==> src/rtl/pipeline_ctrl_pkg.sv <==
// Shared definitions for the pipeline stall/flush controller: divider FSM states,
// the NOP/bubble encoding and the load-detect rule.
package pipeline_ctrl_pkg;

    typedef enum logic [1:0] {
        IDLE = 2'd0,
        RUN  = 2'd1,
        DONE = 2'd2
    } div_state_e;

    // addi x0, x0, 0
    localparam logic [31:0] NOP_INSTR = 32'h00000013;

    function automatic logic is_load(input logic [1:0] mem_read);
        return mem_read != 2'b00;
    endfunction

endpackage

==> src/rtl/pipeline_hazard_ctrl_hazard_detect.sv <==
// Combinational load-use comparator: flags an ID instruction that reads the
// register a load in EX is about to write.
module hazard_detect
    import pipeline_ctrl_pkg::*;
(
    input  logic [4:0] id_rs1,
    input  logic [4:0] id_rs2,
    input  logic       id_uses_rs1,
    input  logic       id_uses_rs2,
    input  logic [4:0] ex_dest_reg,
    input  logic [1:0] ex_mem_read,
    output logic       load_use
);

    logic rs1_hit;
    logic rs2_hit;

    always_comb begin
        rs1_hit  = id_uses_rs1 && (id_rs1 == ex_dest_reg);
        rs2_hit  = id_uses_rs2 && (id_rs2 == ex_dest_reg);
        // x0 is never written, so a load targeting it cannot create a hazard
        load_use = is_load(ex_mem_read) && (ex_dest_reg != 5'd0) && (rs1_hit || rs2_hit);
    end

endmodule

==> src/rtl/pipeline_hazard_ctrl.sv <==
// Central stall/flush sequencer for the 5-stage pipeline: load-use stalls,
// taken-branch flushes and multi-cycle divider occupancy of EX.
module pipeline_hazard_ctrl
    import pipeline_ctrl_pkg::*;
#(
    parameter int DIV_LATENCY = 32,
    parameter int CNT_W       = 6
) (
    input  logic        CLK,
    input  logic        RESET,
    input  logic [4:0]  ID_RS1,
    input  logic [4:0]  ID_RS2,
    input  logic        ID_USES_RS1,
    input  logic        ID_USES_RS2,
    input  logic [4:0]  EX_DEST_REG,
    input  logic [1:0]  EX_MEM_READ,
    input  logic        EX_IS_DIV,
    input  logic        EX_BRANCH_TAKEN,
    output logic        PC_STALL,
    output logic        IF_ID_STALL,
    output logic        IF_ID_FLUSH,
    output logic        ID_EX_STALL,
    output logic        ID_EX_FLUSH,
    output logic        EX_MEM_FLUSH,
    output logic        DIV_START,
    output logic        DIV_DONE,
    output logic [31:0] STALL_CNT
);

    div_state_e       state_q, state_d;
    logic [CNT_W-1:0] cnt_q, cnt_d;
    logic [31:0]      stall_cnt_q, stall_cnt_d;
    logic             load_use;

    hazard_detect u_hazard_detect (
        .id_rs1      (ID_RS1),
        .id_rs2      (ID_RS2),
        .id_uses_rs1 (ID_USES_RS1),
        .id_uses_rs2 (ID_USES_RS2),
        .ex_dest_reg (EX_DEST_REG),
        .ex_mem_read (EX_MEM_READ),
        .load_use    (load_use)
    );

    always_comb begin
        state_d      = state_q;
        cnt_d        = cnt_q;
        PC_STALL     = 1'b0;
        IF_ID_STALL  = 1'b0;
        IF_ID_FLUSH  = 1'b0;
        ID_EX_STALL  = 1'b0;
        ID_EX_FLUSH  = 1'b0;
        EX_MEM_FLUSH = 1'b0;
        DIV_START    = 1'b0;
        DIV_DONE     = 1'b0;

        unique case (state_q)
            IDLE: begin
                // Divide wins over branch/load if they ever coincide
                if (EX_IS_DIV) begin
                    DIV_START    = 1'b1;
                    PC_STALL     = 1'b1;
                    IF_ID_STALL  = 1'b1;
                    ID_EX_STALL  = 1'b1;
                    EX_MEM_FLUSH = 1'b1;
                    state_d      = RUN;
                    cnt_d        = CNT_W'(DIV_LATENCY - 1);
                end else if (EX_BRANCH_TAKEN) begin
                    IF_ID_FLUSH = 1'b1;
                    ID_EX_FLUSH = 1'b1;
                end else if (load_use) begin
                    PC_STALL    = 1'b1;
                    IF_ID_STALL = 1'b1;
                    ID_EX_FLUSH = 1'b1;
                end
            end
            RUN: begin
                PC_STALL     = 1'b1;
                IF_ID_STALL  = 1'b1;
                ID_EX_STALL  = 1'b1;
                EX_MEM_FLUSH = 1'b1;
                if (cnt_q == '0) begin
                    state_d = DONE;
                end else begin
                    cnt_d = cnt_q - CNT_W'(1);
                end
            end
            DONE: begin
                DIV_DONE = 1'b1;
                state_d  = IDLE;
            end
            default: state_d = IDLE;
        endcase

        if (RESET) begin
            PC_STALL     = 1'b0;
            IF_ID_STALL  = 1'b0;
            IF_ID_FLUSH  = 1'b0;
            ID_EX_STALL  = 1'b0;
            ID_EX_FLUSH  = 1'b0;
            EX_MEM_FLUSH = 1'b0;
            DIV_START    = 1'b0;
            DIV_DONE     = 1'b0;
        end

        stall_cnt_d = stall_cnt_q + (PC_STALL ? 32'd1 : 32'd0);
    end

    always_ff @(posedge CLK) begin
        if (RESET) begin
            state_q     <= IDLE;
            cnt_q       <= '0;
            stall_cnt_q <= '0;
        end else begin
            state_q     <= state_d;
            cnt_q       <= cnt_d;
            stall_cnt_q <= stall_cnt_d;
        end
    end

    assign STALL_CNT = stall_cnt_q;

endmodule
==> config.mk <==
export PLATFORM = sky130hd
export DESIGN_NAME = pipeline_hazard_ctrl
export DESIGN_NICKNAME = d
export VERILOG_FILES = /design/src/rtl/pipeline_ctrl_pkg.sv /design/src/rtl/pipeline_hazard_ctrl_hazard_detect.sv /design/src/rtl/pipeline_hazard_ctrl.sv
export SDC_FILE = /design/constraint.sdc
export NUM_CORES = 1
export LEC_CHECK = 0
export ABC_CLOCK_PERIOD_IN_PS = 10000
export BUFFER_PORTS_ARGS = -buffer_cell sky130_fd_sc_hd__buf_4
export CAP_MARGIN = 10
export CORE_MARGIN = 2
export CORE_UTILIZATION = 54
export CTS_CLUSTER_DIAMETER = 60
export CTS_CLUSTER_SIZE = 40
export DETAILED_ROUTE_END_ITERATION = 8
export PLACE_DENSITY = 0.87
export SYNTH_ARGS = -nofsm -noshare
export SYNTH_HDL_FRONTEND = slang
export SYNTH_SLANG_ARGS = --single-unit
==> constraint.sdc <==
create_clock -name CLK -period 10 [get_ports CLK]
set_clock_uncertainty 0.05 [all_clocks]
set_input_delay 3 -clock CLK [delete_from_list [all_inputs] [get_ports CLK]]
set_output_delay 3 -clock CLK [all_outputs]
set_load 0.02 [all_outputs]
==> results.sh, run 1 <==
export IMPL_hold_path_end="cnt_q[3]$_SDFFE_PP0P_"
export IMPL_portBuffers=62
export IMPL_fin_setup_tns_ns=0
export IMPL_path_class="input pin to output port"
export IMPL_syn_area_per_cell_sq_um=8.571
export IMPL_cts_buffers=5
export IMPL_synthMuxAreaShare=0
export IMPL_die_h_microns=64.95
export IMPL_ff2ff_path_depth=8
export IMPL_synth_top_family_by_area="simple AND/OR/NAND/NOR gates"
export IMPL_hp_class="flop to flop"
export IMPL_path_cells="buf_4 -> xnor2_1 -> nand4_1 -> o22ai_1 -> o221ai_1 -> o41ai_1 -> buf_4"
export IMPL_clkSlewWorstSetupHoldPaths_ns=0.08
export IMPL_p_leak_nw=1.061
export IMPL_post_route_period_util=0.7533
export IMPL_synth_compound_area_share=0.06425
export IMPL_drt_initial_drc_count=96
export IMPL_syn_num_nets=261
export IMPL_utilization=0.7221
export IMPL_maxCapViolCount=0
export IMPL_cts_sinks=40
export IMPL_worstMarginPinSlew_ns=0.5434
export IMPL_setup_violations=0
export IMPL_routed_via_density=5.203
export IMPL_gr_total_overflow=0
export IMPL_post_cts_buffers=0
export IMPL_yosys_area_share_adder=0.02495
export IMPL_critPathMaxFanout=3
export IMPL_grt_pass1_vias=1629
export IMPL_drive_gt1_frac=0.2568
export IMPL_post_cts_resized=0
export IMPL_crit_family="compound AO/OA/AOI/OAI gates"
export IMPL_end_kind="output port"
export IMPL_core_area_sq_mm=0.003606
export IMPL_netlist_area_sq_mm=0.002006
export IMPL_antenna_found_initial=0
export IMPL_num_vias=1790
export IMPL_drc=0
export IMPL_crit_cells=7
export IMPL_avgRoutedWirePerCell_microns=12.51
export IMPL_firstDrtPassIters=4
export IMPL_synth_ff_type="dfxtp_1"
export IMPL_whs_ns=0.4483
export IMPL_dpl_cell_area_sq_mm=0.002492
export IMPL_die_x_microns=64.95
export IMPL_r2r_slack_ns=7.18
export IMPL_grt_pass1_wl_microns=7162
export IMPL_hold_path_startpoint="cnt_q[3]$_SDFFE_PP0P_"
export IMPL_row_count=22
export IMPL_io_pins=63
export IMPL_rsz0062_at_grt="no"
export IMPL_slew_headroom=0.6330
export IMPL_synth_most_common_cell="dfxtp_1"
export IMPL_area_growth_pct=29.82
export IMPL_r2r_start="state_q[1]$_SDFFE_PP0P_"
export IMPL_n_antenna_cell=0
export IMPL_critPathRequiredTime_ns=6.95
export IMPL_max_freq_ghz=0.1327
export IMPL_slowest_delay_ns=0.49
export IMPL_insertion_delay_ns=0.30
export IMPL_crit_buf_inv=2
export IMPL_yosys_area_top_type_share=0.3993
export IMPL_yosys_warnings=0
export IMPL_whs_path_depth=1
export IMPL_ctsHtreeMaxLevel=2
export IMPL_grt_max_degree=45
export IMPL_syn_inst=234
export IMPL_r2r_end="STALL_CNT[20]$_SDFF_PP0_"
export IMPL_p_per_area_mw_per_mm2=131.9
export IMPL_cts_buffer_depth=2
export IMPL_gp_congestion=0.7587
export IMPL_yosys_area_share_xor_xnor=0.1790
export IMPL_netlist_top_cells_count="dfxtp_1, nor2_1, xnor2_1"
export IMPL_postRouteWirelength_microns=4303
export IMPL_synth_area_leaders="dfxtp_1, xnor2_1, xor2_1"
export IMPL_cts_tree="built"
export IMPL_outcome="complete, no violations"
export IMPL_cp_arrival_ns=4.48
export IMPL_synthSimpleGateAreaFrac=0.3001
export IMPL_synthArstFlopShare=0
export IMPL_synth_seq_cells=40
export IMPL_ys_types=37
export IMPL_synth_edf_count=0
export IMPL_startpoint_type="input pin"
export IMPL_finalNetCount=322
export IMPL_seq_area_frac_synth=0.3993
export IMPL_maxSlewViolCount=0
export IMPL_dpl_hpwl_microns=3207
export IMPL_met3_length_microns=204
export IMPL_wl_met1_microns=1922
export IMPL_start_util=0.5562
export IMPL_hold_viol=0
export IMPL_dr_max_layer_used="met4"
export IMPL_final_area_sq_mm=0.002604
export IMPL_slowest_stage="o41ai_1"
export IMPL_vdd_drop_max_v=0.0001188
export IMPL_fillCellCount=294
export IMPL_ant_nets=0
export IMPL_min_period_ns=7.533
export IMPL_synth_largest_area_cell="dfxtp_1"
export IMPL_root_buffer="clkbuf_8"
export IMPL_cp_common_cell="buf_4"
export IMPL_die_area_sq_mm=0.004218
export IMPL_met2_length_microns=2125
export IMPL_hold_buffers=0
export IMPL_grt_util_all_layers=0.2181
## per-layer routing
metal	GRT usage	vias to the layer above
met4	0.06915	0
met1	0.2470	824
met5	0	-
li1	-	928
met3	0.07465	6
met2	0.3827	32
## registers in the layout, indices dropped and copies added (netlist names)
register,cells
cnt_q,6
state_q,2
STALL_CNT,32
## worst register-to-register path, cell delays in order (launching register included)
cell and delay, ns:
dfxtp_1 0.37, o41ai_1 0.59, ha_1 0.30, ha_1 0.22, nand4_1 0.25, nor4_1 0.55, nand3_1 0.16, xor2_1 0.15
nor2_1 0.05
## layout by cell type (no fill, tap or decap), types with 2 or more instances in the layout
| master | instances |
|---|---|
| nor2_1 | 39 |
| nor2b_1 | 3 |
| or2_2 | 2 |
| nor3b_1 | 2 |
| nand3_1 | 12 |
| xnor2_1 | 21 |
| and4_1 | 2 |
| dfxtp_1 | 40 |
| inv_1 | 7 |
| and3_1 | 2 |
| nor3_1 | 9 |
| nand4_1 | 14 |
| nand2_1 | 14 |
| a21oi_1 | 6 |
| buf_4 | 62 |
| or3_1 | 4 |
| a211oi_1 | 2 |
| ha_1 | 4 |
| clkbuf_8 | 5 |
| nor4_1 | 3 |
| o21ai_0 | 6 |
| xor2_1 | 20 |
## worst max-delay path by stage
stage               slack, ns          end      startpoint
floorplan                2.24     PC_STALL  EX_DEST_REG[0]
global placement         2.56  IF_ID_STALL  EX_DEST_REG[0]
detailed placement       2.48  IF_ID_STALL  EX_DEST_REG[0]
CTS                      2.46  IF_ID_STALL  EX_DEST_REG[0]
global route             2.31     PC_STALL  EX_DEST_REG[0]
finish                   2.47  IF_ID_STALL  EX_DEST_REG[0]
## cell families (layout without fill, tap and decap cells)
| family | count (synthesis) | count (layout) |
|---|---|---|
| buffers and inverters | 15 | 77 |
| AOI/OAI and AO/OA | 20 | 20 |
| and+or+nand+nor | 114 | 114 |
| DFF | 40 | 40 |
| xor gates and xnor gates | 41 | 41 |
| adders and majority gates | 4 | 4 |
## power breakdown
group          internal [mW]  switching (mW)  leakage (nW)
Clock                 0.0738          0.0557        0.0541
Sequential             0.164         0.00471         0.324
Combinational         0.0218          0.0235         0.682
## area by class of cell
| class | count | area [sq um] | share of cell area |
|---|---|---|---|
| Multi-Input combinational cell | 179 | 1140 | 0.4378 |
| Clock inverter | 3 | 42.54 | 0.01634 |
| Inverter | 7 | 26.28 | 0.01009 |
| Tap cell | 48 | 60.06 | 0.02307 |
| Clock buffer | 5 | 68.82 | 0.02643 |
| Sequential cell | 40 | 800.8 | 0.3075 |
| Timing Repair Buffer | 62 | 465.4 | 0.1788 |
## stage by stage
stage | std cells | setup WS, ns | total power [mW]
2_1_floorplan | 234 | 2.242 | 0.2011
3_5_place_dp | 336 | 2.484 | 0.2174
5_1_grt | 344 | 2.313 | 0.3596
3_3_place_gp | 336 | 2.558 | 0.2163
4_1_cts | 344 | 2.465 | 0.3466
6_report | 344 | 2.467 | 0.3434
Note: power is estimated with default switching activity, not from simulation.
==> run 2, diff against run 1 <==
--- a/config.mk
+++ b/config.mk
@@ -5,15 +5,15 @@
 export SDC_FILE = /design/constraint.sdc
 export NUM_CORES = 1
 export LEC_CHECK = 0
-export ABC_CLOCK_PERIOD_IN_PS = 10000
+export ABC_CLOCK_PERIOD_IN_PS = 6760
 export BUFFER_PORTS_ARGS = -buffer_cell sky130_fd_sc_hd__buf_4
 export CAP_MARGIN = 10
 export CORE_MARGIN = 2
-export CORE_UTILIZATION = 54
+export CORE_UTILIZATION = 46
 export CTS_CLUSTER_DIAMETER = 60
 export CTS_CLUSTER_SIZE = 40
 export DETAILED_ROUTE_END_ITERATION = 8
-export PLACE_DENSITY = 0.87
+export PLACE_DENSITY = 0.79
 export SYNTH_ARGS = -nofsm -noshare
 export SYNTH_HDL_FRONTEND = slang
 export SYNTH_SLANG_ARGS = --single-unit
==> constraint.sdc (replaced) <==
create_clock -name CLK -period 6.76 [get_ports CLK]
set_clock_uncertainty 0.05 [all_clocks]
set_input_delay 2.028 -clock CLK [delete_from_list [all_inputs] [get_ports CLK]]
set_output_delay 2.028 -clock CLK [all_outputs]
set_load 0.02 [all_outputs]
==> results.sh, run 2 (same netlist as run 1, synthesis figures left out) <==
export IMPL_outcome="complete, no violations"
export IMPL_post_cts_resized=0
export IMPL_gp_congestion=0.7862
export IMPL_maxSlewViolCount=0
export IMPL_cts_sinks=40
export IMPL_post_route_period_util=0.8309
export IMPL_cp_arrival_ns=3.54
export IMPL_cts_buffer_depth=2
export IMPL_startpoint_type="input pin"
export IMPL_fillCellCount=407
export IMPL_worstMarginPinSlew_ns=0.6076
export IMPL_firstDrtPassIters=4
export IMPL_hold_viol=0
export IMPL_cts_tree="built"
export IMPL_grt_pass1_vias=1705
export IMPL_core_area_sq_mm=0.004264
export IMPL_multi_input_area_sq_mm=0.001140
export IMPL_io_pins=63
export IMPL_dpl_hpwl_microns=3320
export IMPL_rsz0062_at_grt="no"
export IMPL_start_util=0.4704
export IMPL_drive_gt1_frac=0.2542
export IMPL_p_leak_nw=1.047
export IMPL_vdd_drop_max_v=0.0001295
export IMPL_hp_class="flop to flop"
export IMPL_largest_register_ffs=32
export IMPL_setup_violations=0
export IMPL_grt_pass1_wl_microns=7665
export IMPL_p_per_area_mw_per_mm2=181.7
export IMPL_max_freq_ghz=0.1780
export IMPL_path_class="input pin to output port"
export IMPL_hold_buffers=0
export IMPL_critPathMaxFanout=3
export IMPL_cts_buffers=5
export IMPL_min_period_ns=5.617
export IMPL_seq_area_sq_um=800.8
export IMPL_grt_util_all_layers=0.1888
export IMPL_drc=0
export IMPL_num_vias=1792
export IMPL_row_count=24
export IMPL_fin_setup_tns_ns=0
export IMPL_die_area_sq_mm=0.004904
export IMPL_gr_total_overflow=0
export IMPL_drt_initial_drc_count=69
export IMPL_die_x_microns=70.03
export IMPL_r2r_slack_ns=3.88
export IMPL_finalNetCount=322
export IMPL_avgRoutedWirePerCell_microns=12.61
export IMPL_ctsHtreeMaxLevel=2
export IMPL_grt_max_degree=45
export IMPL_critPathRequiredTime_ns=4.68
export IMPL_postRouteWirelength_microns=4375
export IMPL_post_cts_buffers=0
export IMPL_slew_headroom=0.5896
export IMPL_root_buffer="clkbuf_8"
export IMPL_insertion_delay_ns=0.29
export IMPL_mostFrequentLayoutCells="buf_4, dfxtp_1, nor2_1, xnor2_1, xor2_1"
export IMPL_ant_nets=0
export IMPL_die_h_microns=70.03
export IMPL_routed_via_density=5.164
export IMPL_area_growth_pct=28.57
export IMPL_post_place_ws_ns=1.146
export IMPL_whs_ns=0.4651
export IMPL_end_kind="output port"
export IMPL_antenna_found_initial=0
export IMPL_final_common_cell="buf_4"
export IMPL_worst_slack_ns=1.143
export IMPL_n_antenna_cell=0
export IMPL_maxCapViolCount=0
export IMPL_clkSlewWorstSetupHoldPaths_ns=0.07
export IMPL_portBuffers=62
-- run 2: cell types whose count changed in the layout (fill, tap and decap cells not counted) --
cell	delta
bufinv_16	-1
-- run 2: layout make-up --
class,instances,area share
clock inverter,2,0.004852
sequential,40,0.3105
clock buffer,5,0.02669
inverter,7,0.01019
tap,52,0.02523
timing repair buffer,62,0.1805
multi-input combinational,179,0.4420
-- run 2: routing by layer --
metal  track usage  wire length, microns
met1        0.2242                  1938
met2        0.3365                  2220
met3       0.04762                   179
met4       0.05128                    37
met5             0                     0
-- run 2: final timing paths --
path,startpoint,end,cells after the start
max,EX_DEST_REG[2],PC_STALL,7
min,cnt_q[1]$_SDFFE_PP0P_,cnt_q[1]$_SDFFE_PP0P_,2
max reg2reg,state_q[1]$_SDFFE_PP0P_,STALL_CNT[18]$_SDFF_PP0_,8
min reg2reg,cnt_q[1]$_SDFFE_PP0P_,cnt_q[1]$_SDFFE_PP0P_,2
-- run 2: critical path, stage by stage --
cell      delay [ns]
buf_4           0.13
xnor2_1         0.17
nand4_1         0.12
o22ai_1         0.14
o221ai_1        0.16
o41ai_1         0.54
buf_4           0.25
-- run 2: power breakdown --
part	switching, mW	total (mW)	internal, mW
Clock	0.0815	0.151	0.0699
Combinational	0.0353	0.0678	0.0324
Sequential	0.00726	0.250	0.242
-- run 2: through the flow --
step | power, mW | instances | utilization | cell area (sq um)
after floorplan | 0.2975 | 234 | - | 2006
after global placement | 0.3201 | 340 | 0.5857 | 2497
after detailed placement | 0.3231 | 340 | 0.5857 | 2497
after CTS | 0.4722 | 347 | 0.6048 | 2579
after global routing | 0.4898 | 347 | 0.6048 | 2579
final | 0.4687 | 347 | 0.6048 | 2579
